<file path="src/rtl/ucode_store_seq_if.sv">
// Sequencer bus: start/stall/resume control, next-address feedback,
// optional control-store write port and the issued-microinstruction outputs.
interface ucode_store_seq_if #(
    parameter int AW = 6,
    parameter int DW = 26
);
    logic          start;
    logic          stall;
    logic          resume;
    logic [DW-1:0] next_uop;
    logic          wr_en;
    logic [AW-1:0] wr_addr;
    logic [DW-1:0] wr_data;
    logic [DW-1:0] micro_op;
    logic          uop_valid;
    logic [AW-1:0] uaddr;
    logic          halted;
    logic [15:0]   uop_count;

    modport master (
        output start, stall, resume, next_uop, wr_en, wr_addr, wr_data,
        input  micro_op, uop_valid, uaddr, halted, uop_count
    );

    modport slave (
        input  start, stall, resume, next_uop, wr_en, wr_addr, wr_data,
        output micro_op, uop_valid, uaddr, halted, uop_count
    );
endinterface

</file>
<file path="src/rtl/ucode_store_seq.sv">
// Control store and micro-address register ahead of the P-test next-address stage.
// Define UCODE_WR_EN to make the control store writable in IDLE/HALT; otherwise it is a ROM.
//
//  state | meaning
//  IDLE  | waiting for start
//  ISSUE | micro_op presented to the datapath / P-test stage
//  SEQ   | P-test next address valid; fetch it
//  HALT  | halt microword issued; waiting for resume
module ucode_store_seq #(
    parameter int          AW         = 6,
    parameter int          DW         = 26,
    parameter logic [AW-1:0] START_ADDR = '0,
    parameter int          HALT_BIT   = 25,
    parameter              INIT_FILE  = "ucode.hex"
) (
    input logic             clk,
    input logic             rst_n,
    ucode_store_seq_if.slave bus
);

    typedef enum logic [1:0] {
        S_IDLE  = 2'd0,
        S_ISSUE = 2'd1,
        S_SEQ   = 2'd2,
        S_HALT  = 2'd3
    } state_t;

    localparam int DEPTH = 2 ** AW;

    state_t        state_q, state_d;
    logic [DW-1:0] micro_op_q, micro_op_d;
    logic [AW-1:0] uaddr_q, uaddr_d;
    logic [15:0]   uop_count_q, uop_count_d;
    logic [AW-1:0] rd_addr;
    logic [DW-1:0] rd_data;
    logic          uop_valid;

    logic [DW-1:0] cs_mem [DEPTH];

    initial begin
        for (int i = 0; i < DEPTH; i++) cs_mem[i] = '0;
    end

    assign rd_data = cs_mem[rd_addr];

`ifdef UCODE_WR_EN
    logic wr_ok;
    assign wr_ok = bus.wr_en && ((state_q == S_IDLE) || (state_q == S_HALT));

    always_ff @(posedge clk) begin
        if (wr_ok) cs_mem[bus.wr_addr] <= bus.wr_data;
    end

    logic unused_next_hi;
    assign unused_next_hi = ^bus.next_uop[DW-1:AW];
`else
    logic unused_wr_port;
    assign unused_wr_port = ^{bus.wr_en, bus.wr_addr, bus.wr_data, bus.next_uop[DW-1:AW]};
`endif

    always_ff @(posedge clk or negedge rst_n) begin
        if (!rst_n) begin
            state_q     <= S_IDLE;
            micro_op_q  <= '0;
            uaddr_q     <= '0;
            uop_count_q <= '0;
        end else begin
            state_q     <= state_d;
            micro_op_q  <= micro_op_d;
            uaddr_q     <= uaddr_d;
            uop_count_q <= uop_count_d;
        end
    end

    always_comb begin
        state_d     = state_q;
        micro_op_d  = micro_op_q;
        uaddr_d     = uaddr_q;
        uop_count_d = uop_count_q;
        rd_addr     = START_ADDR;
        uop_valid   = 1'b0;

        case (state_q)
            S_IDLE: begin
                if (bus.start) begin
                    rd_addr    = START_ADDR;
                    micro_op_d = rd_data;
                    uaddr_d    = START_ADDR;
                    state_d    = S_ISSUE;
                end
            end
            S_ISSUE: begin
                uop_valid = !bus.stall;
                if (!bus.stall) begin
                    uop_count_d = uop_count_q + 16'd1;
                    state_d     = micro_op_q[HALT_BIT] ? S_HALT : S_SEQ;
                end
            end
            S_SEQ: begin
                rd_addr    = bus.next_uop[AW-1:0];
                micro_op_d = rd_data;
                uaddr_d    = bus.next_uop[AW-1:0];
                state_d    = S_ISSUE;
            end
            S_HALT: begin
                if (bus.resume) state_d = S_SEQ;
            end
            default: state_d = S_IDLE;
        endcase
    end

    assign bus.micro_op  = micro_op_q;
    assign bus.uop_valid = uop_valid;
    assign bus.uaddr     = uaddr_q;
    assign bus.halted    = (state_q == S_HALT);
    assign bus.uop_count = uop_count_q;

endmodule

</file>
<file path="src/flat_wrapper.sv">
// flat-port wrapper written by rule: the top's interface ports become plain ports
module ucode_store_seq_flat 
#(
    parameter int          AW         = 6,
    parameter int          DW         = 26,
    parameter logic [AW-1:0] START_ADDR = '0,
    parameter int          HALT_BIT   = 25,
    parameter              INIT_FILE  = "         "
)
  (clk, rst_n, bus_start, bus_stall, bus_resume, bus_next_uop, bus_wr_en, bus_wr_addr, bus_wr_data, bus_micro_op, bus_uop_valid, bus_uaddr, bus_halted, bus_uop_count);
  ucode_store_seq_if #(.AW(AW), .DW(DW)) bus_i ();
  input logic clk;
  input logic rst_n;
  input wire logic [$bits(bus_i.start)-1:0] bus_start;
  input wire logic [$bits(bus_i.stall)-1:0] bus_stall;
  input wire logic [$bits(bus_i.resume)-1:0] bus_resume;
  input wire logic [$bits(bus_i.next_uop)-1:0] bus_next_uop;
  input wire logic [$bits(bus_i.wr_en)-1:0] bus_wr_en;
  input wire logic [$bits(bus_i.wr_addr)-1:0] bus_wr_addr;
  input wire logic [$bits(bus_i.wr_data)-1:0] bus_wr_data;
  output wire logic [$bits(bus_i.micro_op)-1:0] bus_micro_op;
  output wire logic [$bits(bus_i.uop_valid)-1:0] bus_uop_valid;
  output wire logic [$bits(bus_i.uaddr)-1:0] bus_uaddr;
  output wire logic [$bits(bus_i.halted)-1:0] bus_halted;
  output wire logic [$bits(bus_i.uop_count)-1:0] bus_uop_count;
  assign bus_i.start = bus_start;
  assign bus_i.stall = bus_stall;
  assign bus_i.resume = bus_resume;
  assign bus_i.next_uop = bus_next_uop;
  assign bus_i.wr_en = bus_wr_en;
  assign bus_i.wr_addr = bus_wr_addr;
  assign bus_i.wr_data = bus_wr_data;
  assign bus_micro_op = bus_i.micro_op;
  assign bus_uop_valid = bus_i.uop_valid;
  assign bus_uaddr = bus_i.uaddr;
  assign bus_halted = bus_i.halted;
  assign bus_uop_count = bus_i.uop_count;
  ucode_store_seq #(.AW(AW), .DW(DW), .START_ADDR(START_ADDR), .HALT_BIT(HALT_BIT), .INIT_FILE(INIT_FILE)) u_core (.clk(clk), .rst_n(rst_n), .bus(bus_i));
endmodule
</file>
<file path="config.mk">
export PLATFORM = sky130hd
export DESIGN_NAME = ucode_store_seq_flat
export DESIGN_NICKNAME = d
export VERILOG_FILES = /design/src/rtl/ucode_store_seq_if.sv /design/src/rtl/ucode_store_seq.sv /design/src/flat_wrapper.sv
export SDC_FILE = /design/constraint.sdc
export NUM_CORES = 1
export LEC_CHECK = 0
export CORE_MARGIN = 2
export CORE_UTILIZATION = 30
export CTS_CLUSTER_SIZE = 16
export DETAILED_ROUTE_END_ITERATION = 8
export GPL_ROUTABILITY_DRIVEN = 0
export PLACE_DENSITY = 0.85
export SLEW_MARGIN = 20
export SYNTH_ARGS = -nofsm -noshare
export SYNTH_HDL_FRONTEND = slang
export SYNTH_SLANG_ARGS = --single-unit
</file>
<file path="constraint.sdc">
create_clock -name clk -period 1.9 [get_ports clk]
set_input_delay 0.285 -clock clk [delete_from_list [all_inputs] [get_ports clk]]
set_output_delay 0.285 -clock clk [all_outputs]
set_load 0.005 [all_outputs]
</file>
==> run metrics, run 1 <==
Hold Buf Count CTS=0; Fmax=553.2 MHz; CP Capture Type=output pin; worst hold slack=0.3814 ns; Final min period=1.808 ns; clock skew=0.005595 ns; initial antenna violation count=0; DP HPWL=1762 microns; yosys warns=0; unrepaired setup endpoints after global routing=no; root buffer cell=clkbuf_8; Setup TNS=0 ns; final net count=212; # diodes=0; Post-Route WL=approximately 2200 microns; Clock Sinks=24; Post-Syn Area=between 0.001 and 0.0015 sq mm; Mapped Cells=~110; Synth Register Bits=24; most frequent cells in the layout=clkdlybuf4s50_1, conb_1, dfrtp_1, xnor2_1; max cap viols=0; Netlist cell types=24; top-area cell type share of the netlist area=0.4969; initial core utilization=0.3066; vias in the first global route=786; CTS Buf Count=3; Crit Path Max Fanout=3; average wire per standard cell=about 11 microns; xor/xnor share of the synthesized area=0.1087; fraction of the mapped netlist area in simple logic gates=0.1335; largest family of logic cells by synthesized area=buffers and inverters; clk_lat worst skew=between 0.2 and 0.3 ns; largest net degree at the start of global routing=25; Leakage=0.7200 nW; Area contributors post-synth=dfrtp_1, buf_4, xnor2_1, a22o_1, nand4_1; mux share of post-synthesis cell area=0.01760; row count=23; Synth Area in Compound Gates=0.06211; Synth area leader=dfrtp_1; area delta synth->final=32.09%; Final ANT Viol Nets=0; CTS tree=built; Vias=793; worst setup margin=0.09233 ns; Setup WS pre-CTS=between 0.07 and 0.08 ns; PD cells=1131 mW/mm^2; die area=0.004553 sq mm; 1st-pass router iterations=3; Die Y=67.48 microns; Setup crit start kind=primary input; DRC viols=0; crit path DAT=1.52 ns; Syn Area/Cell=11.30 sq um; maximum vdd drop=0.0006165 V; worst hold path class=primary input to asynchronous set/reset pin; final core occ=0.4050; reg2reg start=u_core.state_q[1]$_DFFE_PN0P_; clock transition at the registers of the reported paths=around 0.09 ns; max-slew violation count=0; status=completed; die width=67.48 microns; crit path from=bus_stall; WP data required=1.62 ns; fin crit share=0.9514; most common cell after layout, fill and taps aside=clkdlybuf4s50_1; 1st-iter DRT viols=13; vias per inst=4.046; Hold Vio Cnt, Final=0; final setup fails=0; Total GRT Usage=0.1030; deepest clock path buffer count=2; sequential area share after synthesis=0.4969; core area=about 0.004 sq mm; Setup Fix Bufs, Post-CTS=0; # port buffers=34; number of gates resized after cts=0; share of layout cells above drive strength 1=0.07534; Post-Synth Adder-Cell Area=0.01035; Remaining Overflow, GRT=0; first-pass GRT wire length=between 3000 and 4000 microns; WS Path Type=primary input to output pin; I/O pins=114; H-tree depth=1
-- worst paths after layout --
kind / to / slack [ns] / cells past startpoint
max: bus_uop_valid / 0.09 / 3
min: u_core.bus.uop_count[0]$_DFFE_PN0P_ / 0.38 / 2
max reg2reg: u_core.bus.uop_count[15]$_DFFE_PN0P_ / 0.41 / 5
min reg2reg: u_core.bus.uop_count[15]$_DFFE_PN0P_ / 0.47 / 1
max in group asynchronous: u_core.bus.uaddr[4]$_DFFE_PN0P_ / 1.29 / 2
min in group clk: u_core.bus.uop_count[15]$_DFFE_PN0P_ / 0.47 / 1
-- cells by family after synthesis --
group                    after synthesis
other                                  1
buffers and inverters                 28
flip-flops                            24
adder cells (fa/ha/maj)                1
XOR/XNOR                              15
AO/OA/AOI/OAI                          9
AND/OR/NAND/NOR                       27
multiplexers                           2
-- Yosys cell counts --
master,instances
buf_4,26
dfrtp_1,24
xnor2_1,11
a22o_1,6
nand2_1,6
nand4_1,6
nand3_1,4
xor2_1,4
nor2_1,3
inv_1,2
nor3_1,2
a21boi_0,1
a22oi_1,1
and2_2,1
and3_1,1
and3_2,1
and4_1,1
and4_4,1
conb_1,1
ha_1,1
mux2_2,1
mux2i_1,1
nor3b_4,1
o21bai_1,1
-- report_power, final --
| part | internal, W | total, W | switching [W] |
|---|---|---|---|
| sequential | 0.000639 | 0.000777 | 0.000137 |
| clock | 0.000281 | 0.000440 | 0.000159 |
| combinational | 0.000380 | 0.000590 | 0.000209 |
-- metrics by stage --
| stage | std cells | area, sq um | power [W] |
|---|---|---|---|
| floorplan | 132 | 1303 | 0.001067 |
| global placement | 192 | 1525 | 0.001367 |
| detailed placement | 192 | 1525 | 0.001380 |
| CTS | 196 | 1597 | 0.001828 |
| global route | 196 | 1597 | 0.001913 |
| finish | 196 | 1597 | 0.001806 |
-- per-layer routing --
metal	track usage	vias up	share of wire
met3	0.02167	2	0.052
met4	0.02296	0	0.0041
li1	-	391	-
met5	0	-	0
met2	0.1863	27	0.53
met1	0.1242	373	0.42
-- flip-flops by register name (all words and copies together), names as in the netlist --
signal                flops
u_core.state_q            2
u_core.bus.uaddr          6
u_core.bus.uop_count     16
-- final cells by class --
| cell class | instances | area [sq um] |
|---|---|---|
| repair buffers | 36 | 355.3 |
| clock buffers | 3 | 41.29 |
| inverters | 2 | 7.507 |
| fillers | 394 | 2346 |
| clock inverters | 1 | 30.03 |
| multi-input cells | 80 | 499.2 |
| well taps | 50 | 62.56 |
| flip-flops and latches | 24 | 600.6 |
-- critical path, cell delays in order --
cell and delay [ns]:
clkdlybuf4s50_1 0.47, nor3b_4 0.22, clkdlybuf4s50_1 0.54
No activity file was read; power rests on OpenSTA's default activity.
==> run 2: changes to the inputs <==
- CORE_MARGIN: 2 -> unset
- REMOVE_ABC_BUFFERS: unset -> 1
==> run 2 against run 1 <==
Effect of this change:
- setup slack gained 0.0033 ns
- sequential power is essentially flat
- critical path depth is the same
- register-to-register slack is essentially flat
- via count grew 2.9%
- largest power group unchanged
==> run metrics, run 2 (synthesis gave the netlist of run 1 again) <==
clock power share=0.239; Final ANT Viol Nets=0; Final min period=between 1.5 and 2 ns; GR met1 Demand/Resource=0.1299; area delta synth->final=31.88%; GRT met2 Usage=0.1946; Post-Route WL=~2200 microns; final setup fails=0; Fmax=between 500 and 600 MHz; DP HPWL=1662 microns; WS Path Type=primary input to output pin; Clock Sinks=24; vias per inst=4.206; Die Y=~65 microns; net switching fraction of the power=0.2806; row count=22; Placed Cells=190; Worst Tran Pin Value=between 0.5 and 0.6 ns; maximum vdd drop=0.0005946 V; initial antenna violation count=0; status=completed; root buffer cell=clkbuf_8; first-pass GRT wire length=3622 microns; crit path DAT=1.52 ns; reg2reg start=u_core.state_q[0]$_DFFE_PN0P_; worst hold path class=primary input to asynchronous set/reset pin; DRC viols=0; initial core utilization=0.3205; die width=65.48 microns; clock transition at the registers of the reported paths=0.08 ns; number of gates resized after cts=0; crit path from=bus_stall; Hold Buf Count CTS=0; unrepaired setup endpoints after global routing=no; average wire per standard cell=between 10 and 15 microns; max FFs per register=16; clock skew=0.002964 ns; Vias=816; Setup TNS=0 ns; CP Cell Sequence=clkdlybuf4s50_1 -> nor3b_4 -> clkdlybuf4s50_1; final instance area=between 0.0015 and 0.002 sq mm; Remaining Overflow, GRT=0; worst hold slack=0.3841 ns; largest net degree at the start of global routing=25; Leakage=between 0.7 and 0.8 nW; CP Capture Type=output pin; H-tree depth=1; most frequent cells in the layout=clkdlybuf4s50_1, conb_1, dfrtp_1, xnor2_1; max-slew violation count=0; fin crit share=0.9497; DP Area=between 0.0015 and 0.002 sq mm; die area=0.004287 sq mm; Crit Path Max Fanout=3; WP data required=1.62 ns; most numerous cell on the critical path=clkdlybuf4s50_1; final std cells w/o fill=194; slowest stage delay, CP=0.54 ns; PD cells=1135 mW/mm^2; Hold Vio Cnt, Final=0; most common cell after layout, fill and taps aside=clkdlybuf4s50_1; max cap viols=0; slowest cell on the critical path=clkdlybuf4s50_1; Psw=about 0.00051 W; CTS tree=built; final net count=212; vias in the first global route=793; CTS Buf Count=3; share of layout cells above drive strength 1=0.07534; Setup Fix Bufs, Post-CTS=0; 1st-iter DRT viols=48; # diodes=0; Top Usage Layer GRT=met2; deepest clock path buffer count=2; Total GRT Usage=0.1116; met3 Use GR=0.03993; max_slew headroom=0.6399; Setup crit start kind=primary input; 1st-pass router iterations=4; I/O pins=about 110; Pint=between 0.001 and 0.0015 W; Comb power frac=0.334; clk_lat worst skew=0.26 ns; # port buffers=34; Seq pwr share=0.428; core area=0.003771 sq mm
run 2: per-stage QoR:
stage	power [W]	setup slack [ns]	util
after floorplan	0.001028	0.4647	-
after detailed placement	0.001390	0.05520	0.4038
after CTS	0.001836	0.07955	0.4227
after global routing	0.001925	0.04437	0.4227
after global placement	0.001368	0.03559	0.4038
final	0.001810	0.09564	0.4227
run 2: layout make-up:
type / count / area, sq um
clock buffers: 3 / 41.29
well taps: 48 / 60.06
fillers: 386 / 2177
clock inverters: 1 / 30.03
flip-flops and latches: 24 / 600.6
repair buffers: 36 / 355.3
multi-input cells: 80 / 499.2
inverters: 2 / 7.507
run 2: worst max-delay path, delay by kind of cell:
family,cells,cell delay (ns)
buffers and inverters,2,1.01
AND/OR/NAND/NOR,1,0.22
run 2: path summary, 6_finish.rpt:
| kind | to | cells after the start | slack, ns |
|---|---|---|---|
| min in group clk | u_core.bus.uop_count[15]$_DFFE_PN0P_ | 1 | 0.47 |
| max in group asynchronous | u_core.bus.uop_count[1]$_DFFE_PN0P_ | 2 | 1.28 |
| worst min register to register | u_core.bus.uop_count[15]$_DFFE_PN0P_ | 1 | 0.47 |
| worst max register to register | u_core.bus.uop_count[15]$_DFFE_PN0P_ | 5 | 0.41 |
| worst min-delay path | u_core.bus.uop_count[15]$_DFFE_PN0P_ | 2 | 0.38 |
| worst max-delay path | bus_uop_valid | 3 | 0.1 |
run 2: power groups by stage:
stage	clock network, W	registers, W	logic, W
final	0.000432	0.000774	0.000604
after global routing	0.000471	0.000794	0.000659
after CTS	0.000451	0.000774	0.000611
after detailed placement	0	0.000781	0.000608
after global placement	0	0.000776	0.000592
after floorplan	0	0.000772	0.000256
run 2: metal layers:
metal / up-vias / share of wire
met5: - / 0
met4: 0 / 0.0060
met3: 2 / 0.052
met2: 31 / 0.49
met1: 392 / 0.45
li1: 391 / -
==> run 3: changes to the inputs <==
- PLACE_DENSITY: 0.85 -> 0.8
==> run 3 against run 2 <==
Effect of this change:
- first-iteration DRC count is 52% lower
- clock power is 22% lower
- largest cell class unchanged
- die area did not move
- power decreased by 5.3%
- sequential power is essentially flat
- final area shrank 0.55%
- critical path depth is the same
- highest routed layer unchanged
- clock skew is 0.0020 ns lower
- worst hold slack got worse by 0.013 ns
- setup slack worse by 0.0065 ns
- non-clock buffer count increased by 1
- critical endpoint unchanged
==> run metrics, run 3 (synthesis gave the netlist of run 1 again) <==
worst setup margin=0.08916 ns; Fmax=552.2 MHz; CTS Buf Count=3; die width=65.48 microns; Final ANT Viol Nets=0; Total GRT Usage=0.1093; Die Y=65.48 microns; DRC viols=0; final instance area=roughly 0.0016 sq mm; fill count=373; CP Cell Sequence=clkdlybuf4s50_1 -> nor3b_4 -> clkdlybuf4s50_1; initial antenna violation count=0; die area=roughly 0.0043 sq mm; Final min period=1.811 ns; total power=between 0.0015 and 0.002 W; vias per inst=4.190; maximum vdd drop=about 0.00066 V; most frequent cells in the layout=clkdlybuf4s50_1, conb_1, dfrtp_1, xnor2_1; number of gates resized after cts=0; final setup fails=0; vias in the first global route=approximately 750; status=completed; Worst Reg-to-Reg Cells=5; final net count=about 210; clock transition at the registers of the reported paths=0.08 ns; Bufs and invs on worst path=2; 1st-pass router iterations=4; Remaining Overflow, GRT=0; CTS tree=built; I/O pins=around 110; fin crit share=0.9531; Setup TNS=0 ns; H-tree depth=1; unrepaired setup endpoints after global routing=no; WP data required=1.62 ns; core area=0.003771 sq mm; # port buffers=34; Hold Vio Cnt, Final=0; max-slew violation count=0; most numerous cell on the critical path=clkdlybuf4s50_1; WS Path Type=primary input to output pin; DP HPWL=1620 microns; clk_lat worst skew=around 0.26 ns; first-pass GRT wire length=between 3000 and 4000 microns; row count=22; CP Capture Type=output pin; average wire per standard cell=10.83 microns; slowest stage delay, CP=0.53 ns; slowest cell on the critical path=clkdlybuf4s50_1; max FFs per register=16; share of layout cells above drive strength 1=0.08163; root buffer cell=clkbuf_8; Leakage=0.7183 nW; clock skew=0.001005 ns; PD cells=1081 mW/mm^2; Setup Fix Bufs, Post-CTS=0; Setup crit start kind=primary input; reg2reg start=u_core.state_q[1]$_DFFE_PN0P_; DP Area=around 0.0015 sq mm; Vias=817; deepest clock path buffer count=2; final core occ=0.4204; # diodes=0; max cap viols=0; area delta synth->final=31.16%; Post-Route WL=2112 microns; crit path DAT=1.53 ns; largest net degree at the start of global routing=25; R2R Path End=u_core.bus.uop_count[11]$_DFFE_PN0P_; Hold Buf Count CTS=0; Clock Sinks=24; most common cell after layout, fill and taps aside=clkdlybuf4s50_1; Setup WS pre-CTS=just under 0.08 ns; CP top delay family=buffers and inverters; 1st-iter DRT viols=23; initial core utilization=0.3205; worst hold path class=primary input to asynchronous set/reset pin; Crit Path Max Fanout=3; R2R Setup Slk=0.44 ns
[run 3: cell count changes in the layout (fill, tap and decap cells not counted)]
cell       delta
buf_4         +1
bufinv_16     -1
clkbuf_8      +1
[run 3: how the worst max path moves through the flow]
stage                                  start                              endpoint  slack [ns]  cells past startpoint
5_1_grt                            bus_stall                         bus_uop_valid        0.05                      3
3_3_place_gp                       bus_stall                         bus_uop_valid        0.08                      3
6_report                           bus_stall                         bus_uop_valid        0.09                      3
3_5_place_dp                       bus_stall                         bus_uop_valid        0.08                      3
2_1_floorplan  u_core.state_q[1]$_DFFE_PN0P_  u_core.bus.uop_count[15]$_DFFE_PN0P_        0.46                      4
4_1_cts                            bus_stall                         bus_uop_valid        0.07                      3
[run 3: metal layers]
layer  wire length (microns)  up-vias  GRT usage
met5                       0        -          0
met4                       8        0    0.01630
met3                     126        2    0.03819
met2                    1016       34     0.1765
met1                     960      385     0.1429
li1                        -      396          -
[run 3: final cells by class]
type	count	area, sq um	share of cell area
flip-flops and latches	24	600.6	0.3788
multi-input cells	80	499.2	0.3149
repair buffers	37	362.8	0.2289
well taps	48	60.06	0.03788
clock buffers	4	55.05	0.03473
inverters	2	7.507	0.004736
[run 3: stage by stage]
step | hold WS (ns) | instances
2_1_floorplan | -0.01059 | 106
3_3_place_gp | 0.4603 | 191
3_5_place_dp | 0.4654 | 191
4_1_cts | 0.3793 | 195
5_1_grt | 0.3948 | 195
6_report | 0.3710 | 195
[run 3: power by group]
group          internal [W]  leakage, nW  total (W)  switching (W)
logic              0.000389        0.374   0.000605       0.000216
registers          0.000639        0.315   0.000773       0.000134
clock network      0.000185       0.0288   0.000337       0.000152
